### src/rtl/relatorio_pkg.sv
// Shared definitions for the serial report formatter.
//   estado_t  : FSM state codes, also exported on db_estado
//   ASC_*     : ASCII anchors used to build hex digits and the class field
//   MSG_LEN   : number of characters in one report
package relatorio_pkg;

  typedef enum logic [3:0] {
    INICIAL   = 4'd0,
    PREPARA   = 4'd1,
    TRANSMITE = 4'd2,
    ESPERA    = 4'd3,
    PROXIMO   = 4'd4,
    FIM       = 4'd5,
    ERRO      = 4'd6
  } estado_t;

  localparam logic [7:0] ASC_0 = 8'h30;
  localparam logic [7:0] ASC_A = 8'h41;
  localparam logic [7:0] ASC_D = 8'h44;

  localparam int         MSG_LEN  = 6;
  localparam logic [2:0] IDX_LAST = 3'(MSG_LEN - 1);

endpackage

### src/rtl/relatorio_serial_tx_contador.sv
// contador_m: modulo-M up counter with synchronous clear.
//   clock  : rising-edge clock
//   zera_s : synchronous clear, highest priority
//   conta  : count enable
//   fim    : high while the count equals M-1
module contador_m #(
  parameter int M = 1000000,
  parameter int N = 20
) (
  input  logic clock,
  input  logic zera_s,
  input  logic conta,
  output logic fim
);

  localparam logic [N-1:0] MAX = N'(M - 1);
  localparam logic [N-1:0] UM  = N'(1);

  logic [N-1:0] q;

  // NOTE: state registers use non-blocking assignments so every flop samples
  // pre-edge values regardless of process evaluation order.
  always_ff @(posedge clock) begin
    if (zera_s)     q <= '0;
    else if (conta) q <= (q == MAX) ? '0 : q + UM;
  end

  assign fim = (q == MAX);

endmodule

### src/rtl/relatorio_serial_tx_hex.sv
// hex_para_ascii: converts one nibble to its uppercase ASCII hex digit.
//   nibble : 4-bit value 0..15
//   ascii  : '0'..'9' or 'A'..'F'
module hex_para_ascii
  import relatorio_pkg::*;
(
  input  logic [3:0] nibble,
  output logic [7:0] ascii
);

  always_comb begin
    if (nibble < 4'd10) ascii = ASC_0 + {4'b0000, nibble};
    else                ascii = ASC_A + ({4'b0000, nibble} - 8'd10);
  end

endmodule

### src/rtl/relatorio_serial_tx.sv
// relatorio_serial_tx: snapshots distance + classification on a start request
// and sends the 6-character report "HHH,C#" through the partida/pronto
// handshake of tx_serial_8N1, with a stall timeout.
//   clock, zera          : clock and synchronous active-high reset
//   enviar               : start request (honoured in INICIAL, FIM, ERRO)
//   distancia            : 12-bit averaged distance (three hex digits)
//   classificacao        : 3-bit class code
//   descartar            : measurement discarded ('D' instead of class digit)
//   tx_pronto            : character done, from the transmitter
//   tx_partida, tx_dados : start pulse and byte to the transmitter
//   ocupado              : report in progress
//   fim_envio            : one-cycle pulse after the terminator is acknowledged
//   erro_timeout         : transmitter stalled; held until the next enviar
//   db_estado            : current state code
module relatorio_serial_tx
  import relatorio_pkg::*;
#(
  parameter int         TIMEOUT   = 1000000,
  parameter int         TIMEOUT_W = 20,
  parameter logic [7:0] SEP       = 8'h2C,
  parameter logic [7:0] TERM      = 8'h23
) (
  input  logic        clock,
  input  logic        zera,
  input  logic        enviar,
  input  logic [11:0] distancia,
  input  logic [2:0]  classificacao,
  input  logic        descartar,
  input  logic        tx_pronto,
  output logic        tx_partida,
  output logic [7:0]  tx_dados,
  output logic        ocupado,
  output logic        fim_envio,
  output logic        erro_timeout,
  output logic [3:0]  db_estado
);

  estado_t     estado, prox_estado;
  logic [2:0]  idx;
  logic [11:0] dist_q;
  logic [2:0]  class_q;
  logic        desc_q;
  logic [7:0]  dados_q;
  logic [3:0]  nibble;
  logic [7:0]  hex_char;
  logic [7:0]  byte_atual;
  logic        timeout_fim;

  // State register
  always_ff @(posedge clock) begin
    if (zera) estado <= INICIAL;
    else      estado <= prox_estado;
  end

  // Next-state logic
  // NOTE: every always_comb output gets a default first so no path can
  // leave it unassigned and infer a latch.
  always_comb begin
    prox_estado = estado;
    unique case (estado)
      INICIAL:   if (enviar) prox_estado = PREPARA;
      PREPARA:   prox_estado = TRANSMITE;
      TRANSMITE: prox_estado = ESPERA;
      ESPERA: begin
        if (tx_pronto)        prox_estado = PROXIMO;
        else if (timeout_fim) prox_estado = ERRO;
      end
      PROXIMO:   prox_estado = (idx == IDX_LAST) ? FIM : TRANSMITE;
      FIM:       prox_estado = enviar ? PREPARA : INICIAL;
      ERRO:      if (enviar) prox_estado = PREPARA;
      default:   prox_estado = INICIAL;
    endcase
  end

  // Output logic
  always_comb begin
    tx_partida   = (estado == TRANSMITE);
    ocupado      = (estado == PREPARA) || (estado == TRANSMITE) ||
                   (estado == ESPERA)  || (estado == PROXIMO);
    fim_envio    = (estado == FIM);
    erro_timeout = (estado == ERRO);
    db_estado    = estado;
    // Live byte while the character is on the wire, last byte otherwise.
    tx_dados     = ((estado == TRANSMITE) || (estado == ESPERA)) ? byte_atual
                                                                 : dados_q;
  end

  // Snapshot, byte index and held output byte.
  // NOTE: the snapshot registers are plain flops, cleared on reset so the
  // outputs are fully defined from the first cycle after zera.
  always_ff @(posedge clock) begin
    if (zera) begin
      idx     <= '0;
      dist_q  <= '0;
      class_q <= '0;
      desc_q  <= 1'b0;
      dados_q <= '0;
    end else begin
      if (estado == PREPARA) begin
        dist_q  <= distancia;
        class_q <= classificacao;
        desc_q  <= descartar;
        idx     <= '0;
      end
      if ((estado == PROXIMO) && (idx != IDX_LAST)) idx <= idx + 3'd1;
      if ((estado == TRANSMITE) || (estado == ESPERA)) dados_q <= byte_atual;
    end
  end

  // One shared converter; the nibble is chosen by the byte index.
  always_comb begin
    nibble = dist_q[3:0];
    case (idx)
      3'd0:    nibble = dist_q[11:8];
      3'd1:    nibble = dist_q[7:4];
      default: nibble = dist_q[3:0];
    endcase
  end

  hex_para_ascii u_hex (
    .nibble (nibble),
    .ascii  (hex_char)
  );

  always_comb begin
    byte_atual = TERM;
    case (idx)
      3'd0, 3'd1, 3'd2: byte_atual = hex_char;
      3'd3:             byte_atual = SEP;
      3'd4:             byte_atual = desc_q ? ASC_D : (ASC_0 + {5'b00000, class_q});
      default:          byte_atual = TERM;
    endcase
  end

  // Stall timer: cleared at each character start, counts only while waiting.
  contador_m #(
    .M (TIMEOUT),
    .N (TIMEOUT_W)
  ) u_timeout (
    .clock  (clock),
    .zera_s (zera | (estado == TRANSMITE)),
    .conta  (estado == ESPERA),
    .fim    (timeout_fim)
  );

endmodule

### config.mk
export PLATFORM = sky130hd
export DESIGN_NAME = relatorio_serial_tx
export DESIGN_NICKNAME = d
export VERILOG_FILES = /design/src/rtl/relatorio_pkg.sv /design/src/rtl/relatorio_serial_tx_contador.sv /design/src/rtl/relatorio_serial_tx_hex.sv /design/src/rtl/relatorio_serial_tx.sv
export SDC_FILE = /design/constraint.sdc
export NUM_CORES = 1
export LEC_CHECK = 0
export CAP_MARGIN = 20
export CELL_PAD_IN_SITES_DETAIL_PLACEMENT = 0
export CELL_PAD_IN_SITES_GLOBAL_PLACEMENT = 1
export CORE_UTILIZATION = 43
export CTS_BUF_LIST = sky130_fd_sc_hd__clkbuf_2
export DETAILED_ROUTE_END_ITERATION = 16
export HOLD_SLACK_MARGIN = 0.02
export PLACE_DENSITY = 0.94
export SETUP_SLACK_MARGIN = 0.02
export SYNTH_ARGS = -nofsm -noshare
export SYNTH_HDL_FRONTEND = slang
export SYNTH_HIERARCHICAL = 1
export SYNTH_SLANG_ARGS = --single-unit
### constraint.sdc
create_clock -name clock -period 3.2 [get_ports clock]
set_clock_uncertainty 0.05 [all_clocks]
set_input_delay 0.48 -clock clock [delete_from_list [all_inputs] [get_ports clock]]
set_output_delay 0.48 -clock clock [all_outputs]
set_load 0.02 [all_outputs]
== After elaboration in Yosys (flattened, before gate mapping) ==
Index checks and enable logic that the tools add are counted.
Cells by class
  bitwise operators: 1
  equal/unequal tests: 15
  $lt $le $gt $ge: 1
  reductions and logical operators: 11
  add/subtract/negate cells: 6
  muxes and demuxes: 14
Operator list (number)
  $pmux 4 s6: 1
  $pmux 8 s3: 1
  $add 20x1->20 const B: 1
  $eq 20x20->1 const B: 1
  $mux 20: 1
  $mux 8: 2
  $eq 4x3->1 const B: 3
  $mux 4: 3
  $mux 3: 3
  $add 7x8->8 const A: 1
  $eq 4x2->1 const B: 2
  $pmux 4 s2: 1
  $add 6x3->7 const A: 1
  $add 6x4->7 const A: 1
  $mux 7: 1
  $eq 3x2->1 const B: 2
  $eq 3x3->1 const B: 2
  $ne 3x3->1 const B: 2
  $sub 4x4->5 const B: 1
  $eq 4x1->1 const B: 1
  $logic_not 4->1: 1
  $logic_or 1x1->1: 4
  $lt 4x4->1 const B: 1
  $add 3x1->3 const B: 1
  10 further kinds: 10
Storage, ports and cells
  logic and storage cells: 55
  input port bits: 20
  output and inout bits: 16
  bits in registers: 51

== Depth between registers and ports, before layout ==
  depth in word-level cells: 7
  depth in mapped cells: 16
  mapped depth without buffers: 15

== Hierarchy ==
Netlist, hierarchy kept.
Modules (own cells, without submodules)
  relatorio_serial_tx: cells an instance 200, times used 1, sequential area each 600.6 um^2, area an instance 1617.8 um^2
  contador_m: cells an instance 109, times used 1, sequential area each 400.4 um^2, area an instance 953.4 um^2
  hex_para_ascii: cells an instance 28, times used 1, sequential area each 0.0 um^2, area an instance 182.7 um^2

== Worst setup path before layout ==
OpenSTA, ideal clock, no wires.
  path kind: reg2out
  start point: reg idx[0]
  end point: out tx_dados[3]
  required time: 2.670 ns
  buffers on the path: 1
  cell stages (with the launch flop): 15
  setup slack: 0.054 ns
  arrival time: 2.616 ns
  cells stage by stage: dfxtp_1 inv_1 ha_1 buf_4 o21ai_0 nand2_1 o21ai_0 inv_1 ha_1 inv_1 ha_1 xor2_1 a21oi_1 a21oi_1 a21oi_1
Between the ends
  cells in the longest elaborated chain, start to end: 7
  elaborated cells between the ends (all ways): 14
  classes of those cells: add/sub: 3; order compare: 1; eq/ne: 4; mux: 4; reduce/logical: 2
RTL lines
  start: declaration: RTL line relatorio_serial_tx.sv:39  | logic [2:0] idx;
  start signal: assignment: RTL line relatorio_serial_tx.sv:105  | if ((estado == PROXIMO) && (idx != IDX_LAST)) idx <= idx + 3'd1;
  $eq 3x1->1 / $logic_not 3->1 (equally long branches): RTL line relatorio_serial_tx.sv:113  | case (idx)
  $pmux 4 s2 (*): RTL line relatorio_serial_tx.sv:113
  net nibble[1]: RTL line relatorio_serial_tx.sv:44  | logic [3:0] nibble;
  $sub 4x4->5: RTL line relatorio_serial_tx_hex.sv:13  | else ascii = ASC_A + ({4'b0000, nibble} - 8'd10);
  $add 7x8->8: RTL line relatorio_serial_tx_hex.sv:13
  $mux 8 (*): RTL line relatorio_serial_tx_hex.sv:12  | if (nibble < 4'd10) ascii = ASC_0 + {4'b0000, nibble};
  net hex_char[3]: RTL line relatorio_serial_tx.sv:45  | logic [7:0] hex_char;
  $pmux 8 s3 (*): RTL line relatorio_serial_tx.sv:127  | case (idx)
  $mux 8 (*)
  end: declaration: RTL line relatorio_serial_tx.sv:31  | output logic [7:0] tx_dados,
Mark *: on every way through the listed nets, which the timed path passes. The rest lies on a longest branch.

== Worst setup path after layout ==
  start point: reg idx[1]
  end point: out tx_dados[4]
Same word-level chain as after synthesis.

==> metrics.txt <==
maximum vdd ir drop 0.244 mV; leading area contributor after synthesis dfxtp_1; CP Cell Sequence inv_4 > ha_4 > buf_6 > a22oi_2 > o21ai_2 > inv_2 > ha_4 > inv_4 > ha_4 > nand3b_1 > xor2_1 > nand2_1 > nor3b_4 > o21ai_2 > nand2_1 > buf_6; CTS root buffer clkbuf_2; MaxCap Viol Count 0; R2R cell count 19; share of cells above drive strength 1 24.9%; Distinct cells, synth 55; Worst Setup EP tx_dados[4]; Crit path max-delay family adder cells; CTS tree done; Synth Area in Simple Gates 27.9%; Sequential Area 0.00100 mm^2; ys async rst share 0%; fmax 0.303 GHz; pre-CTS setup slack -0.322 ns; Final Net Count 434; CP Launch Type flop; clock sinks 50; Crit. path cell count 16; Final setup viols 4; row count 28; Setup Crit Path Kind reg -> out; Synth Area in XOR/XNOR 5.09%; ANT nets after route 0; Hold WS 0.425 ns; largest family of logic cells by synthesized area simple AND/OR/NAND/NOR gates; maximum root-to-sink buffer count 2; crit path DAT 2.77 ns; Avg Synthesized Cell Area 8.17 um^2; GPL Wtd Cong 0.902; failing checks setup timing; commonest non-fill, non-tap cell in the layout nand2_1; final WL 6280 um; Initial Utilization 45.4%; Hold Buf Count CTS 0; final hold violation count 0; Lkg Pwr 1.36 nW; fill cell count 537; mux contribution to synthesized area 1.82%; Die X 82.0 um; Net Count, Synth 367; Synth Area in Compound Gates 17.7%; max-slew violations 0; HP Class reg -> reg; clock-pin transition on the worst setup and hold timing paths 0.23 ns; total global-route track usage 20.4%; share of the synthesized area in the top cell type 36.3%; most frequent cells in the layout nand2_1 (63), dfxtp_1 (48), buf_4 (42), a21oi_1 (32), nor2_1 (31); Skew-Pair Late Insertion Delay 0.42 ns; CP most frequent cell ha_4; ANT cells 0; global-route wire length before repair 10700 um; Post-Syn Area 0.00275 mm^2; EDFF count, synth 0; slowest library cell on the worst path dfxtp_2; Setup crit start idx[1]; buffers and inverters on the worst path 5; Worst Path Required 2.67 ns; Worst Path Max Fanout 4; DP HPWL 4380 um; period utilization 103%; io pins 36; CTS Buf Count 5; Die Ht 82.0 um; vias in the first global route 2496; largest net degree at the start of global routing 32; Post-synth top flop dfxtp_1; # DRC 0; top cells by area, synth dfxtp_1 (36%), nand2_1 (8.6%), a21oi_1 (5.8%); Final min period 3.30 ns; power per cell area 407 mW/mm^2; post-route cell area 0.00363 mm^2; Die ar. 0.00673 mm^2; initial antenna violation count 0; post-synthesis sequential area ratio 36.3%; status finished with violations; crit-path max cell delay 0.41 ns; Via density 5.24; DRT Pass-1 Iters 4; total grt overflow 0; Cells after Synth 337; Post-Synth Adder-Cell Area 4.54%; final worst slack -0.100 ns; Synthesis Warnings 6; Max H-tree Level 2; Vias 2514; Critical R2R Capture dados_q[6]; Routed wire per std cell 13.1 um; worst slew pin tran 0.704 ns; synthesized flop and latch total 50; area of the multi-input gates 0.00171 mm^2; Worst R2R Setup Slack 0.25 ns; # port buffers 34; Max-slew headroom 53.0%; RR Startpoint idx[1]; RSZ-0062 raised after global routing true; area grow syn2layout 31.9%; Setup TNS -0.235 ns; Critical Path End Type output port; post-placement cell area 0.00325 mm^2; core box area 0.00606 mm^2; DR iter-0 viols 83
[logic make-up after synthesis]
| group | after synthesis |
|---|---|
| fa+ha+maj | 10 |
| xor+xnor | 16 |
| mux | 5 |
| buf+inv | 31 |
| other cells | 2 |
| flops | 50 |
| compound gates | 72 |
| simple gates | 151 |
[registers in the layout, indices dropped and copies added (netlist names)]
signal       flops
db_estado        3
idx              3
dados_q          8
class_q          3
dist_q          12
desc_q           1
u_timeout/q     20
[per-layer routing]
layer	track usage, %	wire length [um]	vias to the layer above
met5	0	0	-
met4	7.02	86	0
met3	3.33	121	8
met2	37.6	3230	35
met1	23.6	2840	1180
li1	-	-	1291
[stage by stage]
step	power, mW	util (%)	instances
final	1.48	59.9	480
after global placement	1.04	53.7	453
after CTS	1.48	59.5	482
after global routing	1.56	59.9	480
after floorplan	0.921	-	337
after detailed placement	1.04	53.7	453
[cell usage after synthesis, drive strengths merged, types with 2 or more instances]
cell and instances:
nand2 63, dfxtp 50, nor2 34, a21oi 32
o21ai 17, buf 14, inv 12, ha 10
nand3 8, xnor2 8, xor2 8, nor3 7
o31ai 6, a22oi 5, clkbuf 5, mux2i 5
nand4 5, or3 5, or4 5, a221oi 3
and3 3, nand2b 3, nor3b 3, or3b 3
or4b 3, a31oi 2, conb 2, nand3b 2
nor2b 2
[layout make-up]
cell class	instances	share of cell area (%)
inverter	12	1.38
sequential	50	27.6
multi-input combinational	256	47.1
timing repair buffer	79	18.9
clock buffer	5	0.689
tap	75	2.58
clock inverter	3	1.76
[worst reg2reg max path, cell delays in order (launching register included)]
cell and delay, ns:
dfxtp_2 0.41, inv_4 0.05, ha_4 0.17, buf_6 0.12
a22oi_2 0.13, o21ai_2 0.09, inv_2 0.11, ha_4 0.15
inv_4 0.03, ha_4 0.26, nand3b_1 0.12, a21boi_2 0.15
nand2_1 0.09, buf_4 0.15, buf_4 0.12, buf_4 0.12
buf_4 0.12, buf_4 0.12, buf_4 0.12, a221oi_2 0.23
[power breakdown]
part           leakage (nW)  total, mW  internal, mW  switching (mW)
logic                 0.906      0.391         0.185           0.206
registers             0.407      0.682         0.659          0.0230
clock network        0.0506      0.404         0.208           0.196
total                  1.36       1.48          1.05           0.426
[timing repair]
item / CTS / global route
resized for setup: 69 / 11
endpoints found under the setup margin: 7 / 8
pin swaps: 26 / 18
buffers inserted: 21 / 0
[worst min path at each step]
stage	start	endpoint	slack, ns	cells past startpoint
after global placement	class_q[2]	class_q[2]	0.40	2
after detailed placement	dist_q[2]	dist_q[2]	0.40	2
after CTS	dist_q[2]	dist_q[2]	0.43	2
after global routing	dist_q[9]	dist_q[9]	0.45	2
after floorplan	dist_q[10]	dist_q[10]	0.39	2
final	dist_q[2]	dist_q[2]	0.43	2
(Power assumes the default switching activity.)
